`src/rtl/tvp_config_seq.sv`:
```
// tvp_config_seq: TVP decoder reset/power-up and I2C register-table configuration sequencer
module tvp_config_seq #(
  parameter int NUM_REGS = 16,
  parameter int ADDR_W = 5,
  parameter logic [6:0] DEV_ADDR = 7'h5C,
  parameter int RST_CYC = 400,
  parameter int PWR_CYC = 400000,
  parameter int GAP_CYC = 200,
  parameter int TIMEOUT_CYC = 100000,
  parameter int MAX_RETRY = 3
) (
  input  logic              i_clk,
  input  logic              i_reset,
  input  logic              i_start,
  output logic [ADDR_W-1:0] o_tbl_addr,
  input  logic [15:0]       i_tbl_data,
  output logic              o_i2c_req,
  output logic [6:0]        o_i2c_dev,
  output logic [7:0]        o_i2c_reg,
  output logic [7:0]        o_i2c_data,
  input  logic              i_i2c_busy,
  input  logic              i_i2c_done,
  input  logic              i_i2c_nack,
  output logic              o_tvp_reset_n,
  output logic              o_cfg_busy,
  output logic              o_cfg_done,
  output logic              o_cfg_error,
  output logic [ADDR_W-1:0] o_cfg_err_idx
);
  localparam int MAX_A = PWR_CYC > TIMEOUT_CYC ? PWR_CYC : TIMEOUT_CYC;
  localparam int MAX_B = RST_CYC > GAP_CYC ? RST_CYC : GAP_CYC;
  localparam int CNT_W = $clog2((MAX_A > MAX_B ? MAX_A : MAX_B) + 1);
  localparam int RTY_W = MAX_RETRY > 0 ? $clog2(MAX_RETRY + 1) : 1;
  typedef enum logic [2:0] {RST_ASSERT, PWR_WAIT, FETCH, ISSUE, WAIT_ACK, GAP, DONE, ERROR} state_t;
  state_t            r_state, w_state;
  logic [CNT_W-1:0]  r_cnt, w_cnt;
  logic [ADDR_W-1:0] r_idx, w_idx;
  logic [RTY_W-1:0]  r_retry, w_retry;
  logic              r_again, w_again;
  logic              r_rst_n, w_rst_n;
  logic              r_req, w_req;
  logic [7:0]        r_reg, w_reg;
  logic [7:0]        r_data, w_data;
  logic              r_busy, w_busy;
  logic              r_done, w_done;
  logic              r_err, w_err;
  logic [ADDR_W-1:0] r_err_idx, w_err_idx;
  always_ff @(posedge i_clk)
    if (i_reset) begin
      r_state   <= RST_ASSERT;
      r_cnt     <= '0;
      r_idx     <= '0;
      r_retry   <= '0;
      r_again   <= 1'b0;
      r_rst_n   <= 1'b0;
      r_req     <= 1'b0;
      r_reg     <= '0;
      r_data    <= '0;
      r_busy    <= 1'b1;
      r_done    <= 1'b0;
      r_err     <= 1'b0;
      r_err_idx <= '0;
    end else begin
      r_state   <= w_state;
      r_cnt     <= w_cnt;
      r_idx     <= w_idx;
      r_retry   <= w_retry;
      r_again   <= w_again;
      r_rst_n   <= w_rst_n;
      r_req     <= w_req;
      r_reg     <= w_reg;
      r_data    <= w_data;
      r_busy    <= w_busy;
      r_done    <= w_done;
      r_err     <= w_err;
      r_err_idx <= w_err_idx;
    end
  always_comb begin
    w_state   = r_state;
    w_cnt     = r_cnt + 1'b1;
    w_idx     = r_idx;
    w_retry   = r_retry;
    w_again   = r_again;
    w_rst_n   = r_rst_n;
    w_req     = 1'b0;
    w_reg     = r_reg;
    w_data    = r_data;
    w_busy    = r_busy;
    w_done    = r_done;
    w_err     = r_err;
    w_err_idx = r_err_idx;
    case (r_state)
      RST_ASSERT:
        if (r_cnt == CNT_W'(RST_CYC - 1)) begin
          w_state = PWR_WAIT;
          w_cnt   = '0;
          w_rst_n = 1'b1;
        end
      PWR_WAIT:
        if (r_cnt == CNT_W'(PWR_CYC - 1)) begin
          w_state = FETCH;
          w_cnt   = '0;
        end
      FETCH:
        if (r_cnt != '0) begin
          w_cnt  = '0;
          w_reg  = i_tbl_data[15:8];
          w_data = i_tbl_data[7:0];
          w_state = i_tbl_data == 16'hFFFF ? DONE : ISSUE;
          w_done = i_tbl_data == 16'hFFFF;
          w_busy = i_tbl_data != 16'hFFFF;
        end
      ISSUE: begin
        w_cnt = '0;
        if (!i_i2c_busy) begin
          w_req   = 1'b1;
          w_state = WAIT_ACK;
        end
      end
      WAIT_ACK:
        if (i_i2c_done && !i_i2c_nack) begin
          w_cnt   = '0;
          w_retry = '0;
          w_again = 1'b0;
          if (r_idx == ADDR_W'(NUM_REGS - 1)) begin
            w_state = DONE;
            w_done  = 1'b1;
            w_busy  = 1'b0;
          end else begin
            w_idx   = r_idx + 1'b1;
            w_state = GAP;
          end
        end else if (i_i2c_done || r_cnt == CNT_W'(TIMEOUT_CYC - 1)) begin
          w_cnt = '0;
          if (r_retry < RTY_W'(MAX_RETRY)) begin
            w_retry = r_retry + 1'b1;
            w_again = 1'b1;
            w_state = GAP;
          end else begin
            w_state   = ERROR;
            w_err     = 1'b1;
            w_err_idx = r_idx;
            w_busy    = 1'b0;
          end
        end
      GAP:
        if (r_cnt == CNT_W'(GAP_CYC - 1)) begin
          w_cnt   = '0;
          w_state = r_again ? ISSUE : FETCH;
        end
      default: begin
        w_cnt = '0;
        if (i_start) begin
          w_state   = RST_ASSERT;
          w_idx     = '0;
          w_retry   = '0;
          w_again   = 1'b0;
          w_rst_n   = 1'b0;
          w_busy    = 1'b1;
          w_done    = 1'b0;
          w_err     = 1'b0;
          w_err_idx = '0;
        end
      end
    endcase
  end
  assign o_tbl_addr    = r_idx;
  assign o_i2c_req     = r_req;
  assign o_i2c_dev     = DEV_ADDR;
  assign o_i2c_reg     = r_reg;
  assign o_i2c_data    = r_data;
  assign o_tvp_reset_n = r_rst_n;
  assign o_cfg_busy    = r_busy;
  assign o_cfg_done    = r_done;
  assign o_cfg_error   = r_err;
  assign o_cfg_err_idx = r_err_idx;
endmodule

```
`config.mk`:
```
export PLATFORM = sky130hd
export DESIGN_NAME = tvp_config_seq
export DESIGN_NICKNAME = d
export VERILOG_FILES = /design/src/rtl/tvp_config_seq.sv
export SDC_FILE = /design/constraint.sdc
export NUM_CORES = 1
export LEC_CHECK = 0
export BUFFER_PORTS_ARGS = -buffer_cell sky130_fd_sc_hd__buf_2
export CORE_ASPECT_RATIO = 1.25
export CORE_UTILIZATION = 30
export DETAILED_ROUTE_END_ITERATION = 8
export GPL_TIMING_DRIVEN = 0
export HOLD_SLACK_MARGIN = 0.12
export SLEW_MARGIN = 10
export SYNTH_ARGS = -nofsm -noshare
export SYNTH_HDL_FRONTEND = slang
export SYNTH_SLANG_ARGS = --single-unit
```
`constraint.sdc`:
```
create_clock -name i_clk -period 5.5 [get_ports i_clk]
set_input_delay 0.55 -clock i_clk [delete_from_list [all_inputs] [get_ports i_clk]]
set_output_delay 0.55 -clock i_clk [all_outputs]
set_load 0.005 [all_outputs]
```
==> flow_metrics.py, run 1 <==
metrics = {
    "outcome": {
        "status": "complete, no violations",
    },
    "synthesis": {
        "yosysTopAreaCell": "dfxtp_1",
        "synth.most_common_cell": "dfxtp_1",
        "synth_top_family_by_area": "simple AND/OR/NAND/NOR gates",
        "netlist.area_leader.share_pct": 38.7,
        "synth-compound-area-share_pct": 17.1,
        "netlist_top_cells_area": "dfxtp_1 39%, mux2i_1 5.5%, a211oi_1 5.2%, nor2_1 4.3%, xnor2_1 3.3%",
        "synth_flop_cell": "dfxtp_1",
        "synth_area_um2": 2900,
        "synthArstFlopShare_pct": 0,
        "ys_seq_area_share_pct": 38.7,
        "synthCells": 329,
        "synth_edf_count": 0,
        "ys_warn_count": 0,
        "synthAdderAreaFrac_pct": 2.16,
        "ys_top_cells_by_count": "56 x dfxtp_1, 33 x nor2_1, 20 x a211oi_1",
        "synthMuxAreaShare_pct": 5.92,
        "synth_cell_types": 59,
        "synth_xor_area_share_pct": 5.44,
        "ys_ff_latch": 56,
        "synthSimpleGateAreaFrac_pct": 23.8,
        "avgSynthCellArea_um2": 8.80,
    },
    "floorplan": {
        "rows": 39,
        "dieArea_um2": 10100,
        "initial_core_util_pct": 31.2,
        "die_h_um": 112,
        "core-area_um2": 9270,
        "ios": 60,
        "fp.dieW_um": 89.9,
    },
    "final_layout": {
        "seqCellArea_um2": 1120,
        "nets": 419,
        "drive_above_1_share_pct": 21.1,
        "area_delta_synth_final_pct": 20.0,
        "largest_reg_flops": 19,
        "num-fill-cells": 955,
        "multiInputGateArea_um2": 1610,
        "insertedDiodeCount": 0,
    },
    "placement": {
        "post-place-ws_ns": 3.26,
        "portBuffers": 51,
        "dpl.hpwl_um": 5180,
        "place_congestion": 0.821,
    },
    "drt": {
        "detail_route.first_pass.iterations": 4,
        "vias": 2549,
        "wire_per_inst_um": 13.3,
        "drt_first_iter_violations": 121,
        "routed_wl_um": 6870,
        "viasPerCell": 4.94,
        "ant_nets": 0,
        "drc_errors": 0,
    },
    "clock_network": {
        "numCtsBuffers": 5,
        "path_clk_slew_ns": 0.07,
        "tritoncts": "built",
        "cts_hold_buf": 0,
        "post_cts_buffers": 0,
        "htreeDepth": 2,
        "insertion_delay_ns": 0.29,
        "cts_resized": 0,
        "clock_sinks": 56,
        "root_buffer": "clkbuf_16",
        "clk_path_buf_depth": 2,
    },
    "sta": {
        "fmax_ghz": 0.445,
        "final.min_clock_period_ns": 2.25,
        "grt_setup_unrepaired": "false",
        "fin_skew_ns": 0.00794,
        "min_period_over_period_pct": 40.8,
        "setup_viol": 0,
        "timing.final.hold_violations": 0,
        "tightestPinTransition_ns": 0.721,
        "tns_ns": 0,
        "fin_ws_ns": 3.25,
        "slew_violations": 0,
        "max_slew_margin_pct": 51.5,
    },
    "grt": {
        "grt_pass1_wl_um": 11400,
        "grt_max_degree": 18,
        "antenna_found_initial": 0,
        "grt.total_usage_pct": 13.7,
        "grt_pass1_vias": 2346,
        "grt_overflow": 0,
    },
    "worst_setup_path": {
        "arrival_ns": 2.40,
        "critPathKind": "register to register",
        "end_kind": "register",
        "crit_fanout": 10,
        "start_kind": "register",
        "ff2ff_setup_slack_ns": 3.25,
        "required_ns": 5.66,
    },
    "power": {
        "power_density_nw_per_um2": 276,
        "vdd_ir_drop_max_mv": 0.117,
        "leakage_uw": 0.00131,
    },
    "min_path": {
        "min_path_type": "register to register",
    },
    "run": {
        "maxCapViolCount": 0,
    },
}
[routing by layer]
metal / share of wire [%] / GRT usage [%]
met1: 45 / 16.9
met3: 3.7 / 2.19
met5: 0 / 0
met4: 1.1 / 3.33
met2: 50 / 24.7
[stage by stage]
stage	area (µm²)	instances	power (µW)	hold WS (ns)	util, %
floorplan	2920	334	586	0.445	-
global placement	3320	508	643	0.427	35.9
detailed placement	3320	508	643	0.435	35.9
CTS	3480	516	970	0.452	37.5
global route	3480	516	1010	0.460	37.5
finish	3480	516	960	0.452	37.5
[critical path: stages, from the launching register on]
cell and delay [ns]:
dfxtp_1 0.46, nor4b_4 0.39, nand3_1 0.18, o311ai_0 0.47, and4_4 0.34, buf_4 0.18, a211oi_1 0.08
[final cells by class]
type / instances / share of cell area, %
multi-input combinational: 239 / 46.2
sequential: 56 / 32.2
timing repair buffer: 51 / 7.34
tap: 123 / 4.43
buffer: 27 / 4.14
clock buffer: 6 / 3.99
inverter: 12 / 1.30
clock inverter: 2 / 0.396
[placed cells by master (no fill, tap or decap), types with 5 or more instances in the layout]
cell	instances
mux2i_1	16
xnor2_1	11
buf_2	54
nor3_1	7
clkbuf_16	5
inv_1	12
nand3_1	14
nand2b_1	5
nor2_1	33
o21ai_0	6
a21oi_1	14
ha_1	5
nor4_1	6
nand4_1	9
buf_4	8
nand2_1	19
a211oi_1	20
conb_1	7
and3_1	6
clkbuf_1	12
xor2_1	7
a22o_1	5
dfxtp_1	56
[logic make-up after synthesis]
group,count (synthesis)
other cells,2
xor+xnor,18
mux,17
flops,56
buf+inv,39
simple gates,123
compound gates,69
fa+ha+maj,5
[report_power, final]
part           internal (µW)  switching (µW)  total (µW)  leakage (µW)
logic                   80.0             122         202      0.000781
clock network            182             143         326     0.0000772
registers                420            11.7         432      0.000452
[path summary, 6_finish.rpt]
path | from | end | depth (start not counted)
hold / removal | o_cfg_done | o_cfg_done | 2
setup reg to reg | r_cnt[7] | r_cnt[17] | 6
hold reg to reg | o_cfg_done | o_cfg_done | 2
setup / recovery | r_cnt[7] | r_cnt[17] | 6
(Power assumes the default switching activity.)
==> run 2, diff against run 1 <==
==> constraint.sdc (replaced) <==
create_clock -name i_clk -period 2.1 [get_ports i_clk]
set_input_delay 0.21 -clock i_clk [delete_from_list [all_inputs] [get_ports i_clk]]
set_output_delay 0.21 -clock i_clk [all_outputs]
set_load 0.005 [all_outputs]
==> flow_metrics.py, run 2 (same netlist as run 1, synthesis figures left out) <==
metrics = {
    "final_layout": {
        "seqCellArea_um2": 1130,
        "area_delta_synth_final_pct": 25.1,
        "drive_above_1_share_pct": 26.9,
        "final_cell_mix": "53 x buf_2, 50 x dfxtp_1, 33 x nor2_1",
        "insertedDiodeCount": 0,
        "largest_reg_flops": 19,
        "final_common_cell": "buf_2",
        "nets": 424,
        "num-fill-cells": 947,
        "multiInputGateArea_um2": 1680,
    },
    "drt": {
        "detail_route.first_pass.iterations": 4,
        "wire_per_inst_um": 13.6,
        "vias": 2606,
        "drt_first_iter_violations": 97,
        "viasPerCell": 5.00,
        "routed_wl_um": 7070,
        "drc_errors": 0,
        "ant_nets": 0,
    },
    "floorplan": {
        "rows": 39,
        "dieArea_um2": 10100,
        "fp.dieW_um": 89.9,
        "initial_core_util_pct": 31.2,
        "core-area_um2": 9270,
        "die_h_um": 112,
        "ios": 60,
    },
    "worst_setup_path": {
        "start_kind": "register",
        "end_kind": "register",
        "required_ns": 2.34,
        "critPathKind": "register to register",
        "crit_fanout": 6,
        "arrival_ns": 2.38,
    },
    "grt": {
        "grt_overflow": 0,
        "grt.total_usage_pct": 13.7,
        "antenna_found_initial": 0,
        "grt_max_degree": 18,
        "grt_pass1_wl_um": 11400,
        "grt_pass1_vias": 2367,
    },
    "clock_network": {
        "tritoncts": "built",
        "root_buffer": "clkbuf_16",
        "clk_path_buf_depth": 2,
        "htreeDepth": 2,
        "numCtsBuffers": 5,
        "path_clk_slew_ns": 0.07,
        "insertion_delay_ns": 0.29,
        "clock_sinks": 56,
    },
    "sta": {
        "setup_viol": 23,
        "max_slew_margin_pct": 51.9,
        "min_period_over_period_pct": 102,
        "final.min_clock_period_ns": 2.14,
        "tightestPinTransition_ns": 0.715,
        "fin_ws_ns": -0.0420,
        "tns_ns": -0.459,
        "slew_violations": 0,
        "fmax_ghz": 0.467,
        "timing.final.hold_violations": 0,
        "fin_skew_ns": 0.00830,
        "grt_setup_unrepaired": "true",
    },
    "power": {
        "vdd_ir_drop_max_mv": 0.305,
        "total_power_uw": 2580,
        "switchingPower_uw": 747,
        "power_frac_seq_pct": 44.3,
        "p_clk_share_pct": 32.9,
        "swShare_pct": 29.0,
        "power_density_nw_per_um2": 711,
        "leakage_uw": 0.00138,
        "intPower_uw": 1830,
        "p_comb_share_pct": 22.8,
    },
    "outcome": {
        "status": "complete, but fails checks",
        "violations": "setup timing",
    },
    "placement": {
        "dpl.hpwl_um": 5180,
        "place_congestion": 0.821,
        "portBuffers": 51,
    },
    "run": {
        "maxCapViolCount": 0,
    },
    "min_path": {
        "min_path_type": "primary input to register",
    },
}
run 2: final timing paths:
path,from,to,slack [ns],cells past startpoint
worst max-delay path,r_cnt[13],o_cfg_err_idx[0],-0.04,7
worst min-delay path,i_tbl_data[6],o_i2c_data[6],0.17,3
worst max register to register,r_cnt[13],o_cfg_err_idx[0],-0.04,7
worst min register to register,o_cfg_done,o_cfg_done,0.45,2
run 2: final cells by class:
cell class,count,share of cell area (%)
flip-flops and latches,56,31.3
repair buffers,58,8.49
clock buffers,6,3.83
clock inverters,2,0.380
well taps,123,4.25
plain buffers,25,4.07
multi-input cells,239,46.4
inverters,12,1.24
run 2: metrics by stage:
step | hold WS (ns) | cell area [µm²] | instances | util, % | setup slack, ns
floorplan | 0.357 | 2920 | 334 | - | 0.122
finish | 0.173 | 3620 | 521 | 39.1 | -0.0420
global placement | 0.427 | 3320 | 508 | 35.9 | -0.166
global route | 0.184 | 3620 | 521 | 39.1 | -0.0932
CTS | 0.171 | 3530 | 519 | 38.1 | 0.00518
detailed placement | 0.435 | 3320 | 508 | 35.9 | -0.142
run 2: critical path, stage by stage (launching register included):
cell and delay [ns]:
dfxtp_4 0.37, or4_4 0.55, nor4_4 0.38, buf_4 0.19, a21oi_4 0.05, nor4_4 0.24
buf_4 0.18, a22o_1 0.13
run 2: what timing repair did:
| item | in CTS | in global routing |
|---|---|---|
| gates resized for setup | 8 | 22 |
| buffers inserted | 3 | 4 |
| hold buffers | 0 | 0 |
| setup endpoints to repair | 38 | 44 |
| pin swaps | 3 | 11 |
run 2: power by group through the flow:
stage	clock network [µW]	registers, µW	logic [µW]
floorplan	0	1150	385
global placement	0	1150	528
detailed placement	0	1160	528
CTS	877	1130	552
global route	915	1150	648
finish	848	1140	588
run 2: routing by layer:
metal  vias to the layer above  global-route usage, %  wire length [µm]
li1                       1312                      -                 -
met1                      1229                   16.8              3110
met2                        58                   24.8              3640
met3                         7                   2.19               239
met4                         0                   3.33                78
met5                         -                      0                 0
==> run 3, diff against run 2 <==
--- a/config.mk
+++ b/config.mk
@@ -7,7 +7,9 @@
 export LEC_CHECK = 0
 export BUFFER_PORTS_ARGS = -buffer_cell sky130_fd_sc_hd__buf_2
 export CORE_ASPECT_RATIO = 1.25
+export CORE_MARGIN = 2
 export CORE_UTILIZATION = 30
+export CTS_CLUSTER_DIAMETER = 50
 export DETAILED_ROUTE_END_ITERATION = 8
 export GPL_TIMING_DRIVEN = 0
 export HOLD_SLACK_MARGIN = 0.12
==> constraint.sdc (replaced) <==
create_clock -name i_clk -period 2.45 [get_ports i_clk]
set_input_delay 0.245 -clock i_clk [delete_from_list [all_inputs] [get_ports i_clk]]
set_output_delay 0.245 -clock i_clk [all_outputs]
set_load 0.005 [all_outputs]
==> flow_metrics.py, run 3 (same netlist as run 1, synthesis figures left out) <==
metrics = {
    "outcome": {
        "status": "complete, no violations",
    },
    "clock_network": {
        "post_cts_buffers": 0,
        "clock_sinks": 56,
        "path_clk_slew_ns": 0.07,
        "root_buffer": "clkbuf_16",
        "clk_path_buf_depth": 2,
        "htreeDepth": 2,
        "cts_hold_buf": 0,
        "tritoncts": "built",
        "numCtsBuffers": 5,
        "insertion_delay_ns": 0.29,
    },
    "worst_setup_path": {
        "r2r_start": "r_cnt[12]",
        "crit_chain": "or4_4, nor4_4, a211o_2, and4_4, buf_4, a211oi_1",
        "worstSetupPathDepth": 6,
        "start_kind": "register",
        "arrival_ns": 2.41,
        "reg2reg_depth": 6,
        "end_kind": "register",
        "rr_endpoint": "r_cnt[9]",
        "endpoint": "r_cnt[9]",
        "ff2ff_setup_slack_ns": 0.20,
        "required_ns": 2.61,
        "critPathLaunch": "r_cnt[12]",
        "crit_buf_inv": 1,
        "cpLargestDelayFamily": "simple AND/OR/NAND/NOR gates",
        "critPathKind": "register to register",
        "cp_slowest_cell": "or4_4",
        "max_stage_delay_ns": 0.59,
        "crit_fanout": 10,
    },
    "power": {
        "swShare_pct": 28.8,
        "p_comb_share_pct": 21.5,
        "power_density_nw_per_um2": 619,
        "leakage_uw": 0.00130,
        "vdd_ir_drop_max_mv": 0.298,
        "p_clk_share_pct": 33.5,
        "intPower_uw": 1530,
        "switchingPower_uw": 621,
        "power_frac_seq_pct": 45.0,
    },
    "sta": {
        "slew_violations": 0,
        "fmax_ghz": 0.444,
        "max_slew_margin_pct": 57.3,
        "setup_viol": 0,
        "final.min_clock_period_ns": 2.25,
        "grt_setup_unrepaired": "false",
        "tightestPinTransition_ns": 0.638,
        "fin_skew_ns": 0.00594,
        "tns_ns": 0,
        "timing.final.hold_violations": 0,
        "min_period_over_period_pct": 92.0,
    },
    "floorplan": {
        "rows": 40,
        "dieArea_um2": 10500,
        "ios": 60,
        "die_h_um": 114,
        "initial_core_util_pct": 30.5,
        "core-area_um2": 9510,
        "fp.dieW_um": 91.9,
    },
    "placement": {
        "dpl.hpwl_um": 5370,
        "placed_area_um2": 3330,
        "portBuffers": 51,
        "place_congestion": 0.853,
    },
    "drt": {
        "wire_per_inst_um": 13.8,
        "viasPerCell": 4.98,
        "drt_first_iter_violations": 93,
        "drc_errors": 0,
        "routed_wl_um": 7160,
        "detail_route.first_pass.iterations": 4,
        "ant_nets": 0,
        "vias": 2587,
    },
    "final_layout": {
        "final_cell_mix": "56 x dfxtp_1, 54 x buf_2, 33 x nor2_1",
        "final_common_cell": "dfxtp_1",
        "nets": 419,
        "final_design_area_no_fill_um2": 3480,
        "area_delta_synth_final_pct": 20.1,
        "num-fill-cells": 1016,
        "insertedDiodeCount": 0,
        "drive_above_1_share_pct": 20.9,
        "largest_reg_flops": 19,
    },
    "min_path": {
        "hold_start": "i_tbl_data[1]",
        "min_path_type": "primary input to register",
    },
    "grt": {
        "met3_usage_pct": 2.77,
        "grt_overflow": 0,
        "use_met2_pct": 23.8,
        "grt_pass1_wl_um": 11900,
        "top_usage_layer": "met2",
        "grt.total_usage_pct": 13.7,
        "grt_pass1_vias": 2479,
        "grt_max_degree": 17,
        "antenna_found_initial": 0,
        "gr-usage-met1_pct": 16.9,
    },
    "run": {
        "maxCapViolCount": 0,
    },
}
==> run 3: routing by layer <==
layer | wire length, µm | share of wire, %
met4 | 157 | 2.2
met3 | 204 | 2.8
met2 | 3570 | 50
met1 | 3230 | 45
met5 | 0 | 0
==> run 3: timing repair <==
item / 4_1_cts / 5_1_grt
endpoints found under the setup margin: 0 / 20
hold endpoints to repair: 0 / 0
resized for setup: 0 / 1
==> run 3: cell type report <==
class	count	area (µm²)	share of cell area, %
Tap cell	126	158	4.53
Sequential cell	56	1120	32.2
Clock inverter	1	7.51	0.216
Timing Repair Buffer	51	255	7.34
Multi-Input combinational cell	239	1610	46.2
Clock buffer	7	143	4.10
Buffer	27	144	4.14
Inverter	12	45.0	1.29
==> run 3: worst reg2reg max path: stages, from the launching register on <==
cell      delay [ns]
dfxtp_1         0.37
or4_4           0.59
nor4_4          0.40
a211o_2         0.23
and4_4          0.26
buf_4           0.19
a211oi_1        0.09
==> run 3: through the flow <==
stage          hold WS [ns]  utilization, %  total power [µW]  setup WS (ns)  instances
2_1_floorplan         0.392               -              1320          0.472        334
3_3_place_gp          0.428            35.0              1440          0.164        511
3_5_place_dp          0.438            35.0              1450         0.0853        511
4_1_cts               0.199            36.6              2180         0.0775        519
5_1_grt               0.218            36.6              2280         0.0222        519
6_report              0.205            36.6              2150          0.196        519
==> run 3: worst min path at each step <==
stage                                to  slack, ns  depth (start not counted)
final                     o_i2c_data[1]       0.20                          3
after global routing      o_i2c_data[1]       0.22                          3
after CTS                 o_i2c_data[1]       0.20                          3
after detailed placement    o_cfg_error       0.44                          1
after global placement      o_cfg_error       0.43                          1
after floorplan           o_i2c_data[0]       0.39                          2
==> run 3: power by group through the flow <==
stage	combinational, µW	clock [µW]	sequential [µW]
floorplan	330	0	986
detailed placement	461	0	990
finish	463	721	969
global route	521	783	974
CTS	463	747	969
global placement	451	0	989
